### config.mk
export PLATFORM = sky130hd
export DESIGN_NAME = priv_1_12_hpm
export DESIGN_NICKNAME = d
export VERILOG_FILES = /design/src/rtl/priv_1_12_hpm.sv
export SDC_FILE = /design/constraint.sdc
export NUM_CORES = 1
export LEC_CHECK = 0
export ABC_AREA = 1
export BUFFER_PORTS_ARGS = -buffer_cell sky130_fd_sc_hd__buf_2
export CAP_MARGIN = 20
export CORE_ASPECT_RATIO = 1.2
export CORE_MARGIN = 10
export CORE_UTILIZATION = 52
export DETAILED_ROUTE_END_ITERATION = 8
export PLACE_DENSITY = 0.69
export SLEW_MARGIN = 25
export SYNTH_ARGS = -nofsm -noshare
export SYNTH_HDL_FRONTEND = slang
export SYNTH_HIERARCHICAL = 1
export SYNTH_SLANG_ARGS = --single-unit
export TNS_END_PERCENT = 10
### constraint.sdc
create_clock -name CLK -period 4.6 [get_ports CLK]
set_clock_uncertainty 0.05 [all_clocks]
set_input_delay 0.23 -clock CLK [delete_from_list [all_inputs] [get_ports CLK]]
set_output_delay 0.23 -clock CLK [all_outputs]
set_load 0.05 [all_outputs]
### src/rtl/priv_1_12_hpm.sv
// HPM counter bank: mhpmcounterN/h, mhpmeventN and user hpmcounterN/h shadows.
// Optional overflow flag (mhpmevent[31]) and ovf_irq under `HPM_OVERFLOW_IRQ_EN.

module priv_1_12_hpm_ctr #(
    parameter int NUM_EVENTS    = 8,
    parameter int COUNTER_WIDTH = 64
) (
    input  logic                     i_clk,
    input  logic                     i_rst_n,
    input  logic                     i_wr_lo,
    input  logic                     i_wr_hi,
    input  logic                     i_wr_ev,
    input  logic [31:0]              i_wdata,
    input  logic [NUM_EVENTS-1:0]    i_event,
    input  logic                     i_inhibit,
    output logic [COUNTER_WIDTH-1:0] o_cnt,
    output logic [7:0]               o_sel,
    output logic                     o_of
);
    localparam int HW = COUNTER_WIDTH - 32;

    logic [COUNTER_WIDTH-1:0] r_cnt;
    logic [7:0]               r_sel;
    logic                     w_evt;
    logic                     w_inc;
    logic [7:0]               w_sel_wr;

    always_comb begin
        w_evt = 1'b0;
        for (int k = 1; k <= NUM_EVENTS; k++)
            if (r_sel == 8'(k)) w_evt = i_event[k-1];
    end

    // A software write to either half drops the increment entirely.
    assign w_inc    = w_evt & ~i_inhibit & ~i_wr_lo & ~i_wr_hi;
    assign w_sel_wr = (i_wdata[7:0] > 8'(NUM_EVENTS)) ? 8'd0 : i_wdata[7:0];

    always_ff @(posedge i_clk or negedge i_rst_n) begin
        if (!i_rst_n) begin
            r_cnt <= '0;
            r_sel <= '0;
        end else begin
            if (i_wr_lo)
                r_cnt[31:0] <= i_wdata;
            else if (i_wr_hi)
                r_cnt[COUNTER_WIDTH-1:32] <= i_wdata[HW-1:0];
            else if (w_inc)
                r_cnt <= r_cnt + {{(COUNTER_WIDTH-1){1'b0}}, 1'b1};
            if (i_wr_ev)
                r_sel <= w_sel_wr;
        end
    end

`ifdef HPM_OVERFLOW_IRQ_EN
    logic r_of;
    logic w_wrap;
    assign w_wrap = w_inc & (&r_cnt);

    // Hardware set beats a same-cycle software clear.
    always_ff @(posedge i_clk or negedge i_rst_n) begin
        if (!i_rst_n)      r_of <= 1'b0;
        else if (w_wrap)   r_of <= 1'b1;
        else if (i_wr_ev)  r_of <= i_wdata[31];
    end
    assign o_of = r_of;
`else
    assign o_of = 1'b0;
`endif

    assign o_cnt = r_cnt;
    assign o_sel = r_sel;
endmodule

module priv_1_12_hpm #(
    parameter int NUM_COUNTERS  = 4,
    parameter int NUM_EVENTS    = 8,
    parameter int COUNTER_WIDTH = 64
) (
    input  logic                    CLK,
    input  logic                    nRST,
    input  logic [11:0]             csr_addr,
    input  logic                    csr_wen,
    input  logic [31:0]             csr_wdata,
    output logic [31:0]             csr_rdata,
    output logic                    csr_hit,
    output logic                    csr_fault,
    input  logic [1:0]              curr_priv,
    input  logic [NUM_COUNTERS-1:0] mcounteren_hpm,
    input  logic [NUM_COUNTERS-1:0] mcountinhibit_hpm,
    input  logic [NUM_EVENTS-1:0]   event_in,
    output logic                    ovf_irq
);
    localparam logic [5:0] NC6 = 6'(NUM_COUNTERS);

    logic [NUM_COUNTERS-1:0][COUNTER_WIDTH-1:0] w_cnt;
    logic [NUM_COUNTERS-1:0][7:0]               w_sel;
    logic [NUM_COUNTERS-1:0]                    w_of;

    logic [6:0]  w_grp;
    logic [4:0]  w_idx;
    logic        w_idx_ok;
    logic        w_m_lo, w_m_hi, w_m_ev, w_u_lo, w_u_hi, w_m, w_u;
    logic        w_we;
    logic [63:0] w_rd_cnt;
    logic [7:0]  w_rd_sel;
    logic        w_rd_of;
    logic        w_rd_en;

    // Each CSR group occupies one 32-entry block; the low 5 bits are 3+i.
    assign w_grp    = csr_addr[11:5];
    assign w_idx    = csr_addr[4:0] - 5'd3;
    assign w_idx_ok = (csr_addr[4:0] >= 5'd3) && ({1'b0, w_idx} < NC6);

    assign w_m_lo = (w_grp == 7'h58);
    assign w_m_hi = (w_grp == 7'h5C);
    assign w_m_ev = (w_grp == 7'h19);
    assign w_u_lo = (w_grp == 7'h60);
    assign w_u_hi = (w_grp == 7'h64);
    assign w_m    = w_m_lo | w_m_hi | w_m_ev;
    assign w_u    = w_u_lo | w_u_hi;

    always_comb begin
        w_rd_cnt = '0;
        w_rd_sel = '0;
        w_rd_of  = 1'b0;
        w_rd_en  = 1'b0;
        for (int i = 0; i < NUM_COUNTERS; i++) begin
            if (w_idx == 5'(i)) begin
                w_rd_cnt = 64'(w_cnt[i]);
                w_rd_sel = w_sel[i];
                w_rd_of  = w_of[i];
                w_rd_en  = mcounteren_hpm[i];
            end
        end
    end

    assign csr_hit   = w_idx_ok & (w_m | w_u);
    assign csr_fault = csr_hit & ((w_m & (curr_priv != 2'b11)) |
                                  (w_u & (csr_wen | ((curr_priv != 2'b11) & ~w_rd_en))));
    assign w_we      = csr_wen & csr_hit & ~csr_fault;

    always_comb begin
        csr_rdata = '0;
        if (csr_hit) begin
            if (w_m_lo | w_u_lo)      csr_rdata = w_rd_cnt[31:0];
            else if (w_m_hi | w_u_hi) csr_rdata = w_rd_cnt[63:32];
            else                      csr_rdata = {w_rd_of, 23'd0, w_rd_sel};
        end
    end

    for (genvar g = 0; g < NUM_COUNTERS; g++) begin : g_ctr
        logic w_sel_me;
        assign w_sel_me = w_we & (w_idx == 5'(g));
        priv_1_12_hpm_ctr #(
            .NUM_EVENTS   (NUM_EVENTS),
            .COUNTER_WIDTH(COUNTER_WIDTH)
        ) u_ctr (
            .i_clk    (CLK),
            .i_rst_n  (nRST),
            .i_wr_lo  (w_sel_me & w_m_lo),
            .i_wr_hi  (w_sel_me & w_m_hi),
            .i_wr_ev  (w_sel_me & w_m_ev),
            .i_wdata  (csr_wdata),
            .i_event  (event_in),
            .i_inhibit(mcountinhibit_hpm[g]),
            .o_cnt    (w_cnt[g]),
            .o_sel    (w_sel[g]),
            .o_of     (w_of[g])
        );
    end

`ifdef HPM_OVERFLOW_IRQ_EN
    logic r_ovf_irq;
    always_ff @(posedge CLK or negedge nRST) begin
        if (!nRST) r_ovf_irq <= 1'b0;
        else       r_ovf_irq <= |w_of;
    end
    assign ovf_irq = r_ovf_irq;
`else
    logic w_unused_of;
    assign w_unused_of = |w_of;
    assign ovf_irq     = 1'b0;
`endif
endmodule
== Word level (Yosys, flattened, before mapping) ==
Cells that the tools add are included.
Word-level totals
  logic and storage cells: 204
  register bits after elaboration: 288
  output and inout bits: 35
Cells by class
  add/sub/neg operators: 5
  eq/ne operators: 45
  $lt $le $gt $ge: 3
  reduce and logical (&&, ||, !) cells: 18
  mux-type cells: 64
  bitwise operators: 57
Operators by type and width (count)
  $mux 64: 8
  $mux 32: 15
  $add 64x1->64 const B: 4
  $eq 8x3->1 const B: 16
  $eq 8x2->1 const B: 8
  $mux 8: 5
  $mux 1: 36
  $and 1x1->1: 35
  $eq 8x1->1 const B: 4
  $eq 8x4->1 const B: 4
  $eq 7x7->1 const B: 4
  $reduce_and 2->1: 8
  $reduce_bool 2->1: 8
  $not 1->1: 14
  $eq 5x2->1 const B: 2
  $gt 8x4->1 const B: 1
  $ne 2x1->1 const B: 4
  $or 1x1->1: 8
  $eq 7x5->1 const B: 1
  $eq 5x1->1 const B: 1
  $ge 5x2->1 const B: 1
  $logic_not 5->1: 1
  $lt 5x3->1 const B: 1
  $sub 5x2->5 const B: 1
  other kinds (2): 2

== Depth between registers and ports, before layout ==
  depth after elaboration: 22
  mapped depth: 16

== By module ==
The synthesis kept the hierarchy.
By module, submodules not included
  priv_1_12_hpm_ctr: area each 5596.6 um^2, cells an instance 939, instances 4
  priv_1_12_hpm: area each 3081.7 um^2, cells an instance 665, instances 1

== Least setup slack after synthesis ==
No wires, ideal clock.
  path kind: input port to flip-flop
  from: input csr_addr[10]
  to: register g_ctr[1].u_ctr.r_cnt[22]
  path slack: 2.015 ns
  path buffers: 3
  arrival time: 2.418 ns
  stages: 15
  path through: inv_1 > nand3_1 > nor2_1 > nand2_1 > nand3_1 > nand2_2 > clkinv_2 > nand4_4 > buf_6 > nor3_1 > clkbuf_1 > clkbuf_1 > o21ai_0 > nand2_1 > nand2_1
On the way
  cells in the longest elaborated chain, start to end: 15
  elaborated cells on any way between the ends: 28
  classes of those cells: eq/ne: 6; mux: 1; bitwise: 19; reduce/logical: 2
Ends and longest elaborated chain
  from (decl): RTL line 81  | input logic [11:0] csr_addr,
  $eq 7x7->1, on equally long branches: RTL line 114, 115
  $or 1x1->1 (2 in a row): RTL line 119  | assign w_m = w_m_lo | w_m_hi | w_m_ev;
  $or 1x1->1 / $and 1x1->1 (equally long branches): RTL line 137, 138
  $and 1x1->1 / $or 1x1->1 (equally long branches): RTL line 137, 138
  $and 1x1->1: RTL line 138  | assign csr_fault = csr_hit & ((w_m & (curr_priv != 2'b11)) |
  $not 1->1: RTL line 140  | assign w_we = csr_wen & csr_hit & ~csr_fault;
  $and 1x1->1: RTL line 140
  $and 1x1->1: RTL line 153  | assign w_sel_me = w_we & (w_idx == 5'(g));
  $and 1x1->1: RTL line 160  | .i_wr_lo (w_sel_me & w_m_lo),
  $not 1->1 (no source line)
  $and 1x1->1 (2 in a row): RTL line 35  | assign w_inc = w_evt & ~i_inhibit & ~i_wr_lo & ~i_wr_hi;
  $reduce_bool 2->1 (no source line)
  $reduce_and 2->1 (no source line)
  to (signal assigned): RTL line 44  | r_cnt[31:0] <= i_wdata;
  to (signal, indexed assignment): RTL line 46  | r_cnt[COUNTER_WIDTH-1:32] <= i_wdata[HW-1:0];
  to (signal assigned): RTL line 48  | r_cnt <= r_cnt + {{(COUNTER_WIDTH-1){1'b0}}, 1'b1};
  to (decl): RTL line 22  | logic [COUNTER_WIDTH-1:0] r_cnt;
Parallel ways exist; a longest one is shown, timed or not.
A chain may end at the register's enable or synchronous reset.

== Worst setup path after layout ==
  from: input csr_addr[10]
  to: output csr_rdata[22]
On the way
  cells in the longest elaborated chain, start to end: 6
  elaborated cells on any way between the ends: 15
  classes of those cells: eq/ne: 5; mux: 3; bitwise: 7
Ends and longest elaborated chain
  $eq 7x7->1, on equally long branches: RTL line 114, 115
  $or 1x1->1 (2 in a row): RTL line 119
  $or 1x1->1: RTL line 137  | assign csr_hit = w_idx_ok & (w_m | w_u);
  $and 1x1->1: RTL line 137
  $mux 32 *: RTL line 144  | if (csr_hit) begin
  to (decl): RTL line 84  | output logic [31:0] csr_rdata,
Mark *: on every way between the ends. The rest lies on a longest branch, timed or not.

==> impl_metrics.csv <==
group,metric,value,unit
grt,antenna_found_initial,5,
layout,fill_cells,5014,
critical_path,cpPeakStageDelay,0.64,ns
yosys,synth.most_common_cell,"nand2_1",
timing,fin_crit,3.21,ns
yosys,synth_flop_cell,"dfrtp_1",
clock_network,cts_tree,"done",
timing,hold_ws,0.0703,ns
place,io_buffers,98,
die,initial_core_util,52.8,%
yosys,async_reset_ff_share,100,%
clock_network,postCtsSetupBuffers,0,
yosys,synth.top_cells.by_count,"1875 x nand2_1, 659 x nor2_1, 417 x nand3_1",
die,num_rows,88,
layout,area_delta_synth_final,8.20,%
clock_network,h-tree-depth,2,
die,fp.dieArea,58300,um^2
yosys,ys_ff_latch,288,
timing,slew_headroom,38.4,%
yosys,netlist_area,25500,um^2
timing,timing.fmax,311,MHz
route,post_drt_wl_per_cell,24.0,um
yosys,avgSynthCellArea,5.76,um^2
grt,grt.overflow.total,0,
route,drc,0,
timing,finalSetupViolations,0,
die,die_x,222,um
clock_network,cts_buffers,36,
power_and_ir_drop,peakVddDrop,0.221,mV
place,dp_slack,0.956,ns
yosys,synth_top_area_share,28.3,%
critical_path,worst-path-max-fanout,31,
place,dpl.hpwl,91.0,mm
grt,grt_pass1_vias,28200,
die,die_height,262,um
yosys,ys_warn_count,6,
yosys,ys_seq_area_share,28.3,%
yosys,syn_nets,4490,
critical_path,worstPathCellList,"buf_2, inv_1, nand3_1, nor2_1, nand2_1, nand2_1, inv_2, buf_4, a21oi_1, a22oi_1, buf_2",
status,status,"completed",
grt,grt_max_degree,134,
job,maxCapViolations,0,
timing,tightestPinTransition,0.923,ns
route,drt-initial-drc-count,3882,
layout,fin_nets,4506,
power_and_ir_drop,power.leakage,13.0,nW
timing,rsz0062_at_grt,"no",
yosys,synth.area.top_cells,"dfrtp_1 28%, nand2_1 28%, nor2_1 9.7%",
die,core_area,48200,um^2
grt,grt_pass1_wl,179,mm
grt,grt_util_all_layers,40.2,%
layout,instances_no_fill,5095,
yosys,yosysTopAreaCell,"dfrtp_1",
yosys,yosysUniqueCellTypes,40,
timing,setup_tns,0,ns
die,ios,100,
critical_path,cp-end-kind,"output port",
layout,seqCellArea,7210,um^2
route,vias,30500,
place,dp.cells,5028,
yosys,synth_edf_count,0,
critical_path,worstSetupPathType,"in -> out",
critical_path,arrival,2.93,ns
layout,multi_input_area,16400,um^2
place,gp_congestion,1.11,
timing,finalHoldViolCount,0,
timing,post-route-period-util,69.9,%
critical_path,required,4.32,ns
power_and_ir_drop,p_total,5.86,mW
route,ant_nets,0,
route,first_pass_iters,8,
clock_network,clkLatencyLatePin,0.57,ns
route,totalWireLength,122,mm
hold_path,hold_class,"in -> reg",
clock_network,cts_sinks,288,
power_and_ir_drop,power_density,213,nW/um^2
clock_network,cts.clk_slew.worst_paths,0.06,ns
critical_path,cp-start-kind,"input pin",
route,viasPerCell,5.98,
yosys,syn_inst,4421,
clock_network,root_buffer,"clkbuf_16",
clock_network,clockBufferDepth,3,
timing,slew_violations,0,
layout,layout-drive-gt1-share,7.84,%
critical_path,cpMaxStageDelayCell,"inv_2",
timing,setup_ws,1.39,ns
-- metal layers --
layer | track usage [%] | vias up | share of wire (%)
li1 | - | 14100 | -
met1 | 45.8 | 13900 | 35
met2 | 64.2 | 1858 | 45
met3 | 9.59 | 554 | 11
met4 | 31.0 | 6 | 9.2
met5 | 0 | - | 0.028
-- flip-flops by register name, summed over array words and instances (netlist names) --
signal             flops
g_ctr.u_ctr/o_cnt    256
g_ctr.u_ctr/o_sel     32
-- cell families after synthesis --
family,synth area share [%]
adders and majority gates,0.197
AOI/OAI and AO/OA,7.17
xor gates and xnor gates,3.58
other,0.0737
DFF,28.3
and+or+nand+nor,53.0
buffers and inverters,7.57
muxes,0.157
-- worst max-delay path, delay by kind of cell --
family	cells	cell delay [ns]
buffers and inverters	5	1.53
and+or+nand+nor	4	0.76
AOI/OAI and AO/OA	2	0.39
-- metrics by stage --
step	util, %	cell area, um^2
after global routing	57.1	27600
after floorplan	-	25500
after CTS	57.1	27600
after global placement	54.6	26300
final	57.1	27600
after detailed placement	54.6	26300
-- worst paths after layout --
check                                              from                        to  slack [ns]  depth (start not counted)
worst max-delay path                       csr_addr[10]             csr_rdata[22]        1.39                         11
worst min-delay path                      csr_wdata[30]  g_ctr[0].u_ctr/o_cnt[30]        0.07                          3
worst max register to register  g_ctr[0].u_ctr/o_sel[2]   g_ctr[0].u_ctr/o_cnt[1]        1.86                         10
worst min register to register  g_ctr[0].u_ctr/o_sel[5]   g_ctr[0].u_ctr/o_sel[5]        0.46                          2
max in group asynchronous                          nRST  g_ctr[0].u_ctr/o_cnt[32]        3.03                          3
min in group asynchronous                          nRST   g_ctr[3].u_ctr/o_cnt[2]        0.16                          2
-- power breakdown --
group          internal (mW)  total (mW)  switching, mW
registers               2.53        2.53       0.000157
clock network           1.74        3.00           1.26
logic                 0.0518       0.327          0.276
-- cells in the final DEF (no fill, tap or decap), types with 17 or more instances in the layout --
| master | instances |
|---|---|
| a21oi_1 | 110 |
| a22oi_1 | 22 |
| buf_2 | 97 |
| buf_4 | 39 |
| clkbuf_16 | 37 |
| dfrtp_1 | 288 |
| inv_1 | 279 |
| inv_2 | 20 |
| nand2_1 | 1875 |
| nand2_2 | 17 |
| nand3_1 | 417 |
| nand4_1 | 119 |
| nor2_1 | 659 |
| nor2_2 | 18 |
| nor2_4 | 25 |
| o21ai_0 | 138 |
| or2_2 | 48 |
| xnor2_1 | 60 |
| xor2_1 | 44 |
-- timing repair --
item	CTS	global route
hold endpoints to repair	81	0
resized for setup	0	0
hold buffers	1	0
-- final cells by class --
cell class	count	area share [%]
Multi-Input combinational cell	3667	59.4
Clock buffer	49	3.74
Timing Repair Buffer	140	3.06
Inverter	304	4.15
Clock inverter	14	0.581
Tap cell	630	2.86
Sequential cell	288	26.2
Antenna cell	3	0.0272
No activity file was read; power rests on OpenSTA's default activity.
